<file path="src/rtl/data_cache.sv">
// ---------------------------------------------------------------------------
// data_cache
//   Direct-mapped, write-back, write-allocate data cache between the cpu
//   load/store port and data_memory. Blocks are 4 bytes and move to and from
//   memory as one 32-bit word.
//
//   Address split (8-bit byte address): {tag, index, offset[1:0]}
//     index = INDEX_BITS bits, tag = 6 - INDEX_BITS bits.
//
//   Handshake (cpu side and memory side use the same READ/WRITE/BUSYWAIT
//   style): the requester raises READ or WRITE and holds it, together with
//   the address and write data, until the responder's BUSYWAIT is low at a
//   rising edge; that edge completes the transaction. A hit completes in the
//   cycle it is presented (BUSYWAIT never rises).
//
// Ports
//   CLK, RESET        clock; synchronous active-low reset
//   READ, WRITE       cpu load / store request (both high = store)
//   ADDRESS           cpu byte address
//   WRITEDATA         cpu store byte
//   READDATA          load byte (0 unless a read hit in IDLE)
//   BUSYWAIT          cpu stall
//   MEM_READ          block fetch request (registered)
//   MEM_WRITE         block write-back request (registered)
//   MEM_ADDRESS       block address {tag, index}
//   MEM_WRITEDATA     block being written back, byte 0 in [7:0]
//   MEM_READDATA      fetched block, byte 0 in [7:0]
//   MEM_BUSYWAIT      memory busy
//   o_dbg_state       current controller state (0 IDLE, 1 WRITEBACK, 2 FETCH)
// ---------------------------------------------------------------------------
module data_cache #(
    parameter int INDEX_BITS = 3
) (
    input  logic        CLK,
    input  logic        RESET,
    input  logic        READ,
    input  logic        WRITE,
    input  logic [7:0]  ADDRESS,
    input  logic [7:0]  WRITEDATA,
    output logic [7:0]  READDATA,
    output logic        BUSYWAIT,
    output logic        MEM_READ,
    output logic        MEM_WRITE,
    output logic [5:0]  MEM_ADDRESS,
    output logic [31:0] MEM_WRITEDATA,
    input  logic [31:0] MEM_READDATA,
    input  logic        MEM_BUSYWAIT,
    output logic [1:0]  o_dbg_state
);

    localparam int SETS     = 1 << INDEX_BITS;
    localparam int TAG_BITS = 6 - INDEX_BITS;

    typedef enum logic [1:0] {
        S_IDLE      = 2'd0,
        S_WRITEBACK = 2'd1,
        S_FETCH     = 2'd2
    } state_t;

    state_t                r_state;
    logic                  r_first;      // high during the first cycle of a memory transfer
    logic                  r_mem_read;
    logic                  r_mem_write;

    logic [SETS-1:0]       r_valid;
    logic [SETS-1:0]       r_dirty;
    logic [TAG_BITS-1:0]   r_tag  [SETS];
    logic [31:0]           r_data [SETS];

    logic [INDEX_BITS-1:0] w_index;
    logic [TAG_BITS-1:0]   w_tag;
    logic [1:0]            w_offset;
    logic [4:0]            w_bit;
    logic                  w_req;
    logic                  w_hit;
    logic                  w_done;
    logic [31:0]           w_block;
    logic [7:0]            w_byte;

    assign w_index  = ADDRESS[2 +: INDEX_BITS];
    assign w_tag    = ADDRESS[7 -: TAG_BITS];
    assign w_offset = ADDRESS[1:0];
    assign w_bit    = {w_offset, 3'b000};
    assign w_req    = READ | WRITE;
    assign w_hit    = r_valid[w_index] && (r_tag[w_index] == w_tag);
    assign w_block  = r_data[w_index];
    assign w_byte   = w_block[w_bit +: 8];

    // Memory drives a registered busy, so at the first edge of a transfer
    // MEM_BUSYWAIT still shows the idle value and must not be trusted.
    assign w_done   = !r_first && !MEM_BUSYWAIT;

    // cpu side, combinational so a hit costs no cycle
    assign BUSYWAIT = (r_state != S_IDLE) | (w_req & !w_hit);
    assign READDATA = (r_state == S_IDLE && READ && !WRITE && w_hit) ? w_byte : 8'h00;

    // memory side
    assign MEM_READ      = r_mem_read;
    assign MEM_WRITE     = r_mem_write;
    assign MEM_ADDRESS   = (r_state == S_WRITEBACK) ? {r_tag[w_index], w_index}
                                                    : {w_tag, w_index};
    assign MEM_WRITEDATA = w_block;
    assign o_dbg_state   = r_state;

    always_ff @(posedge CLK) begin
        if (!RESET) begin
            r_valid     <= '0;
            r_dirty     <= '0;
            r_state     <= S_IDLE;
            r_first     <= 1'b0;
            r_mem_read  <= 1'b0;
            r_mem_write <= 1'b0;
        end else begin
            case (r_state)
                S_IDLE: begin
                    if (WRITE && w_hit) begin
                        r_data[w_index][w_bit +: 8] <= WRITEDATA;
                        r_dirty[w_index]            <= 1'b1;
                    end else if (w_req && !w_hit) begin
                        r_first <= 1'b1;
                        if (r_valid[w_index] && r_dirty[w_index]) begin
                            r_state     <= S_WRITEBACK;
                            r_mem_write <= 1'b1;
                        end else begin
                            r_state    <= S_FETCH;
                            r_mem_read <= 1'b1;
                        end
                    end
                end
                S_WRITEBACK: begin
                    r_first <= 1'b0;
                    if (w_done) begin
                        // hand straight over to the fetch; request lines swap on one edge
                        r_state     <= S_FETCH;
                        r_mem_write <= 1'b0;
                        r_mem_read  <= 1'b1;
                        r_first     <= 1'b1;
                    end
                end
                S_FETCH: begin
                    r_first <= 1'b0;
                    if (w_done) begin
                        r_data[w_index]  <= MEM_READDATA;
                        r_tag[w_index]   <= w_tag;
                        r_valid[w_index] <= 1'b1;
                        r_dirty[w_index] <= 1'b0;
                        r_state          <= S_IDLE;
                        r_mem_read       <= 1'b0;
                    end
                end
                default: begin
                    r_state     <= S_IDLE;
                    r_first     <= 1'b0;
                    r_mem_read  <= 1'b0;
                    r_mem_write <= 1'b0;
                end
            endcase
        end
    end

endmodule

</file>
<file path="config.mk">
export PLATFORM = sky130hd
export DESIGN_NAME = data_cache
export DESIGN_NICKNAME = d
export VERILOG_FILES = /design/src/rtl/data_cache.sv
export SDC_FILE = /design/constraint.sdc
export NUM_CORES = 1
export LEC_CHECK = 0
export BUFFER_PORTS_ARGS = -buffer_cell sky130_fd_sc_hd__buf_2
export CAP_MARGIN = 20
export CORE_MARGIN = 2
export CORE_UTILIZATION = 40
export CTS_CLUSTER_SIZE = 12
export DETAILED_ROUTE_END_ITERATION = 7
export PLACE_DENSITY = 0.69
export SLEW_MARGIN = 20
export SYNTH_ARGS = -nofsm -noshare
export SYNTH_HDL_FRONTEND = slang
export SYNTH_SLANG_ARGS = --single-unit
</file>
<file path="constraint.sdc">
create_clock -name CLK -period 3.2 [get_ports CLK]
set_clock_uncertainty 0.15 [all_clocks]
set_input_delay 0.32 -clock CLK [delete_from_list [all_inputs] [get_ports CLK]]
set_output_delay 0.32 -clock CLK [all_outputs]
set_load 0.02 [all_outputs]
</file>
Word-level counts from Yosys, hierarchy flattened. Memory sizes are Yosys's and may differ from the RTL's. Cells that the tools add are included.

Bitwise operators: 40. Mux-type cells: 70. Shift operators: 3. Add/sub/neg operators: 1. Multiply operators: 0. Divide/modulo/power cells: 0. Reduce and logical (&&, ||, !) cells: 22. $lt $le $gt $ge: 2. Equal/unequal tests: 10.

Operator list (count): 1-bit 2-to-1 mux (52); 1-bit bitwise OR (34); 32-bit 2-to-1 mux (1); 8-bit by 7-bit variable shift with 32-bit output, first input constant (1); 32-bit by 6-bit indexed part select with 8-bit output (1); 8-bit by 7-bit indexed part select with 32-bit output (1); 8-bit 2-to-1 mux (3); 8-bit bitwise OR (2); 8-bit case mux with 2 select lines (1); 2-bit 2-to-1 mux (5); 5-bit AND reduction (2); 1-bit logical AND (9); 8-bit bitwise AND (1); 2-bit != test, second input constant (4); 8-bit NOT (1); 5-bit negation with 7-bit output (1); 1-bit binary-select mux with 3-bit select (2); 6-bit 2-to-1 mux (1); 2-bit by 1-bit != test with 1-bit output, second input constant (3); 1-bit case mux with 3 select lines (2); 2-bit case mux with 3 select lines (1); 1-bit zero test (4); 3-bit by 4-bit less-than comparator with 1-bit output, second input constant (1); 2-bit AND reduction (2); other kinds (12) (13).

ROM bits: 0. Memories kept: 2. Latch bits: 0. Memory bits (writable): 280. Input port bits: 53. Flip-flop bits (word level): 21.

Memory list: r_data (depth 8, bits a word 32, read ports 1, clocked after Yosys merged registers in 0, wr ports 1, RTL line 68) `logic [31:0] r_data [SETS];`; r_tag (depth 8, bits a word 3, read ports 1, clocked after Yosys merged registers in 0, wr ports 1, RTL line 67) `logic [TAG_BITS-1:0] r_tag [SETS];`.

Depth between registers and ports, before layout.
Depth after elaboration: 9. Mapped depth: 10. Depth with buffers taken out: 6.

Least setup slack after synthesis. No wires, ideal clock.

Kind: input to output. Start: in ADDRESS[2]. End: out READDATA[1]. Required time: 2.730 ns. Arrival: 2.624 ns. Path buffers: 3. Stages on the path: 9. Slack: 0.106 ns. Path through: buf_4 > buf_4 > buf_4 > inv_2 > nor2_1 > a22oi_1 > o21ai_0 > mux4_2 > nor2b_1.

Elaborated cells on any way between the ends: 9. Classes of those cells: eq/ne (1); shift (1); mux (3); reduce/logical (2); memory (2).

RTL lines: start: declaration (RTL line 38) `input logic [7:0] ADDRESS,`; memory 8 x 32 bit; named net MEM_WRITEDATA[17] (RTL line 45) `output logic [31:0] MEM_WRITEDATA,`; 32-bit by 6-bit indexed part select with 8-bit output (RTL line 87) `assign w_byte = w_block[w_bit +: 8];`; 8-bit 2-to-1 mux (RTL line 95) `assign READDATA = (r_state == S_IDLE && READ && !WRITE && w_hit) ? w_byte : 8'h00;`; end: declaration (RTL line 40) `output logic [7:0] READDATA,`.

The timed path passes the listed nets, and every way through them passes these cells. The select of a mux whose other input is x is not followed.

Final worst setup path.
Start: mem r_data[1][24]. End: out READDATA[0].

Cells in the longest elaborated chain, start to end: 3.

RTL lines (RTL line): start: declaration (68); memory 8 x 32 bit; 32-bit by 6-bit indexed part select with 8-bit output (87); 8-bit 2-to-1 mux (95).

Every way passes these cells.

==> results.md <==
Critical path:
- Along the worst path, the maximum fanout reaches 2.
- In this run the register-to-register setup slack is approximately 0.37 ns.
- The worst setup path is of the flip-flop to output port kind.
- In this run the critical register-to-register path is launched from r_tag[5][2].
- In this run the critical register-to-register path is captured at r_data[4][22].
- The worst setup path is captured at an output port.
- The worst-case reg-to-reg path depth is 8.
- The critical path required time is 2.73 ns.
- The type of origin of the critical path is a flip-flop.
- STA puts the critical path data arrival time at approximately 2.7 ns.

Clocking:
- Counting every sink on the clock net gives ~300.
- CTS built an H-tree with a depth of 1.
- After clock tree synthesis, the clock-pin slew on the worst setup and hold paths is approximately 0.060 ns.
- Clock tree synthesis inserted a total of 31 buffers.
- The clock tree from TritonCTS is built.
- Once the clock tree was built, the setup fixing pass inserted 0 buffers.
- The maximum clock insertion buffer count is 3.
- The later pin in the worst-skew pair is clocked with a latency of around 0.55 ns.
- CTS placed an instance of sky130_fd_sc_hd__clkbuf_16 at the clock tree root.

Power and ir drop:
- For this design the ratio of total power to cell area is 548 nW/um2.
- The peak supply drop is 0.402 mV.
- The leakage power is approximately 5.4 nW.
- The power consumption is 0.00847 W.

Timing:
- The tightest hold margin is slightly below 0.06 ns.
- The number of setup violations in the final report is 0.
- Setup repair after global routing left no endpoint under its margin.
- Measured against its own limit, the worst slew margin works out to 46.5%.
- The final critical path takes up between 90% and 100% of the cycle.
- The final period demand of the worst path is about 3.1 ns.
- The final max-slew violation count came to 0.
- The setup TNS is 0 ns.
- The pin slew with the least headroom to its limit is about 0.80 ns.
- The total count of hold-check failures in the final report came to 0.
- The upper clock frequency limit is around 320 MHz.

Global route:
- The first global-routing pass estimated 53300 um of wire.
- The sum of overflow across all layers after global routing is 0.
- Global routing consumed, over all layers together, between 20 and 25% of the routing resources.
- The maximum number of pins on one net before global-route repair is 73.
- The number of global-route vias before repair came to 8315.
- The initial antenna violation count is 1.

Yosys:
- Summing the sequential cell areas from Yosys gives between 60% and 70% of the chip area.
- Sorting the synthesized cells by area gives the leading types as sky130_fd_sc_hd__edfxtp_1, sky130_fd_sc_hd__mux4_2, sky130_fd_sc_hd__dfxtp_1, sky130_fd_sc_hd__nand2_1, sky130_fd_sc_hd__mux2i_1.
- By instance count, the leading cell after synthesis is sky130_fd_sc_hd__edfxtp_1.
- After synthesis, the netlist uses between 50 and 60 different library cells.
- The cell area that synthesis handed to floorplanning was 12800 um2.
- After synthesis the netlist holds a flip-flop and latch count of around 300.
- The per-instance average area after synthesis is around 15 um2.
- The largest area contributor in the synthesized netlist is sky130_fd_sc_hd__edfxtp_1.
- The most used flip-flop cell after synthesis is sky130_fd_sc_hd__edfxtp_1.
- The number of enable-type register cells in the synthesized netlist is 280.
- In the synthesized netlist, the number of instances is ~870.
- The count of warnings emitted by yosys is 0.
- The share of async-settable or async-resettable flops after synthesis is 0%.
- The synthesized netlist net count is 930.
- The share of the synthesized area in the top cell type is between 60 and 70%.
- By count the netlist is led by sky130_fd_sc_hd__edfxtp_1, sky130_fd_sc_hd__nand2_1, sky130_fd_sc_hd__a21oi_1.

Route:
- The routed design uses approximately 4300 um of met3 wire.
- Dividing the detail-routed wire length by the instance count gives between 20 and 25 um.
- The uppermost signal routing layer after detailed routing is met5.
- After the first detailed-routing iteration, the DRC count stood at about 1000.
- The remaining antenna violation count after routing is 0.
- The via count is between 8000 and 9000.
- The routed design uses between 15000 and 20000 um of met2 wire.
- The length of the first detailed-routing pass in iterations is 5.
- The post-route met1 wirelength is ~15000 um.
- The number of remaining DRC errors is 0.
- The detailed-route wire length is between 30000 and 40000 um.
- The via count normalized by instance count is about 5.9.

Hold path:
- The worst min-delay path endpoint is r_data[3][7].
- Counting instances, the worst hold path has a depth of 3.
- The worst hold path belongs to the class primary input to flip-flop.
- The beginning of the worst hold path is MEM_READDATA[7].

Run status:
- The run finished with clean final reports.

Cells and area:
- The post-route netlist has ~30% of its cells at a drive strength greater than 1.
- The multi-input combinational cells in the finished layout cover a total of 3740 um2.
- The count of cells in the finished layout, fillers not included, comes to ~1500.
- The sequential cell area in the final layout is 8830 um2.
- The layout has between 2000 and 3000 filler cells.
- The antenna diode count is 0.
- The area growth from synthesis to layout is 20.3%.
- The end-of-flow core utilization is between 40 and 50%.
- The post-layout net count is 1122.

Floorplanning:
- The height of the die is ~180 um.
- The die extent in x is 183 um.
- The effective utilization at floorplan is 40.7%.
- The area of the core is around 32000 um2.
- Pin placement for this block handled 104 I/O pins.
- The row count is 65.
- The area of the die is approximately 34000 um2.

Placed design:
- The number of buffers added on ports is 103.
- The half-perimeter wire length of the detailed placement result is ~26000 um.
- The final weighted congestion of routability-driven global placement is approximately 0.91.
- Including well taps, the total number of placed cells is 1428.

Flow run:
- Max-cap violations in this run came to 0.
## critical path: stages, from the launching register on
cell and delay (ns):
sky130_fd_sc_hd__edfxtp_1 0.36, sky130_fd_sc_hd__mux2_2 0.28, sky130_fd_sc_hd__a22oi_1 0.14, sky130_fd_sc_hd__nor2_1 0.06
sky130_fd_sc_hd__a211oi_1 0.55, sky130_fd_sc_hd__mux4_2 0.38, sky130_fd_sc_hd__nor2_2 0.04, sky130_fd_sc_hd__buf_4 0.14
sky130_fd_sc_hd__buf_2 0.15
## cell families (layout without fill, tap and decap cells)
group	Yosys count	after routing	share of synthesized area, %
muxes	93	93	10.5
buffers and inverters	65	273	2.41
adders and majority gates	5	5	0.487
and+or+nand+nor	230	230	8.33
AOI/OAI and AO/OA	178	178	9.51
DFF	301	301	68.7
## placed cells by master, fill, tap and decap left out, drive strengths merged, types with 21 or more instances in the layout
cell,count
a21oi,53
a22oi,28
buf,208
clkbuf,39
dfxtp,21
edfxtp,280
mux2,26
mux2i,36
mux4,31
nand2,102
nand3,37
nor2,41
o21ai,22
## metrics by stage
stage               instance area (um2)  setup slack (ns)
finish                            15400            0.0588
global route                      15400           0.00304
CTS                               15400            0.0248
detailed placement                14500           -0.0751
global placement                  14500          -0.00652
floorplan                         12800             0.106
## per-layer routing
metal	track usage, %	vias to the layer above
li1	-	3784
met1	30.7	4350
met2	33.8	541
met3	4.45	84
met4	7.33	2
met5	0	-
## registers in the layout, summed over array words and instances, names as in the netlist, named ones only
name	flops
r_data	256
o_dbg_state	2
r_tag	24
r_valid	8
r_first	1
MEM_WRITE	1
MEM_READ	1
## how the worst max path moves through the flow
stage                        from     endpoint  depth (start not counted)
floorplan              ADDRESS[2]  READDATA[1]                          9
global placement       ADDRESS[3]  READDATA[5]                          9
detailed placement     ADDRESS[3]  READDATA[5]                          9
CTS                   r_tag[5][2]  READDATA[4]                          8
global route         r_data[1][1]  READDATA[1]                          7
finish              r_data[1][24]  READDATA[0]                          8
## power breakdown
group          total, W  leakage (nW)  switching, W  internal, W
Clock           0.00332         0.438       0.00140      0.00191
Sequential      0.00434          2.54     0.0000101      0.00433
Combinational  0.000809          2.44      0.000514     0.000295
Total           0.00847          5.42       0.00193      0.00654
## what timing repair did
action,CTS,global route
resized for setup,1,6
endpoints found under the hold margin,33,0
gates cloned,0,0
hold buffers,5,0
endpoints found under the setup margin,1,4
## cell type report
class | instances | area share (%)
clock inverter | 10 | 0.656
multi-input combinational | 506 | 24.2
clock buffer | 39 | 5.22
timing repair buffer | 213 | 9.28
sequential | 301 | 57.1
tap | 402 | 3.26
inverter | 11 | 0.267
No activity file was read; power rests on OpenSTA's default activity.
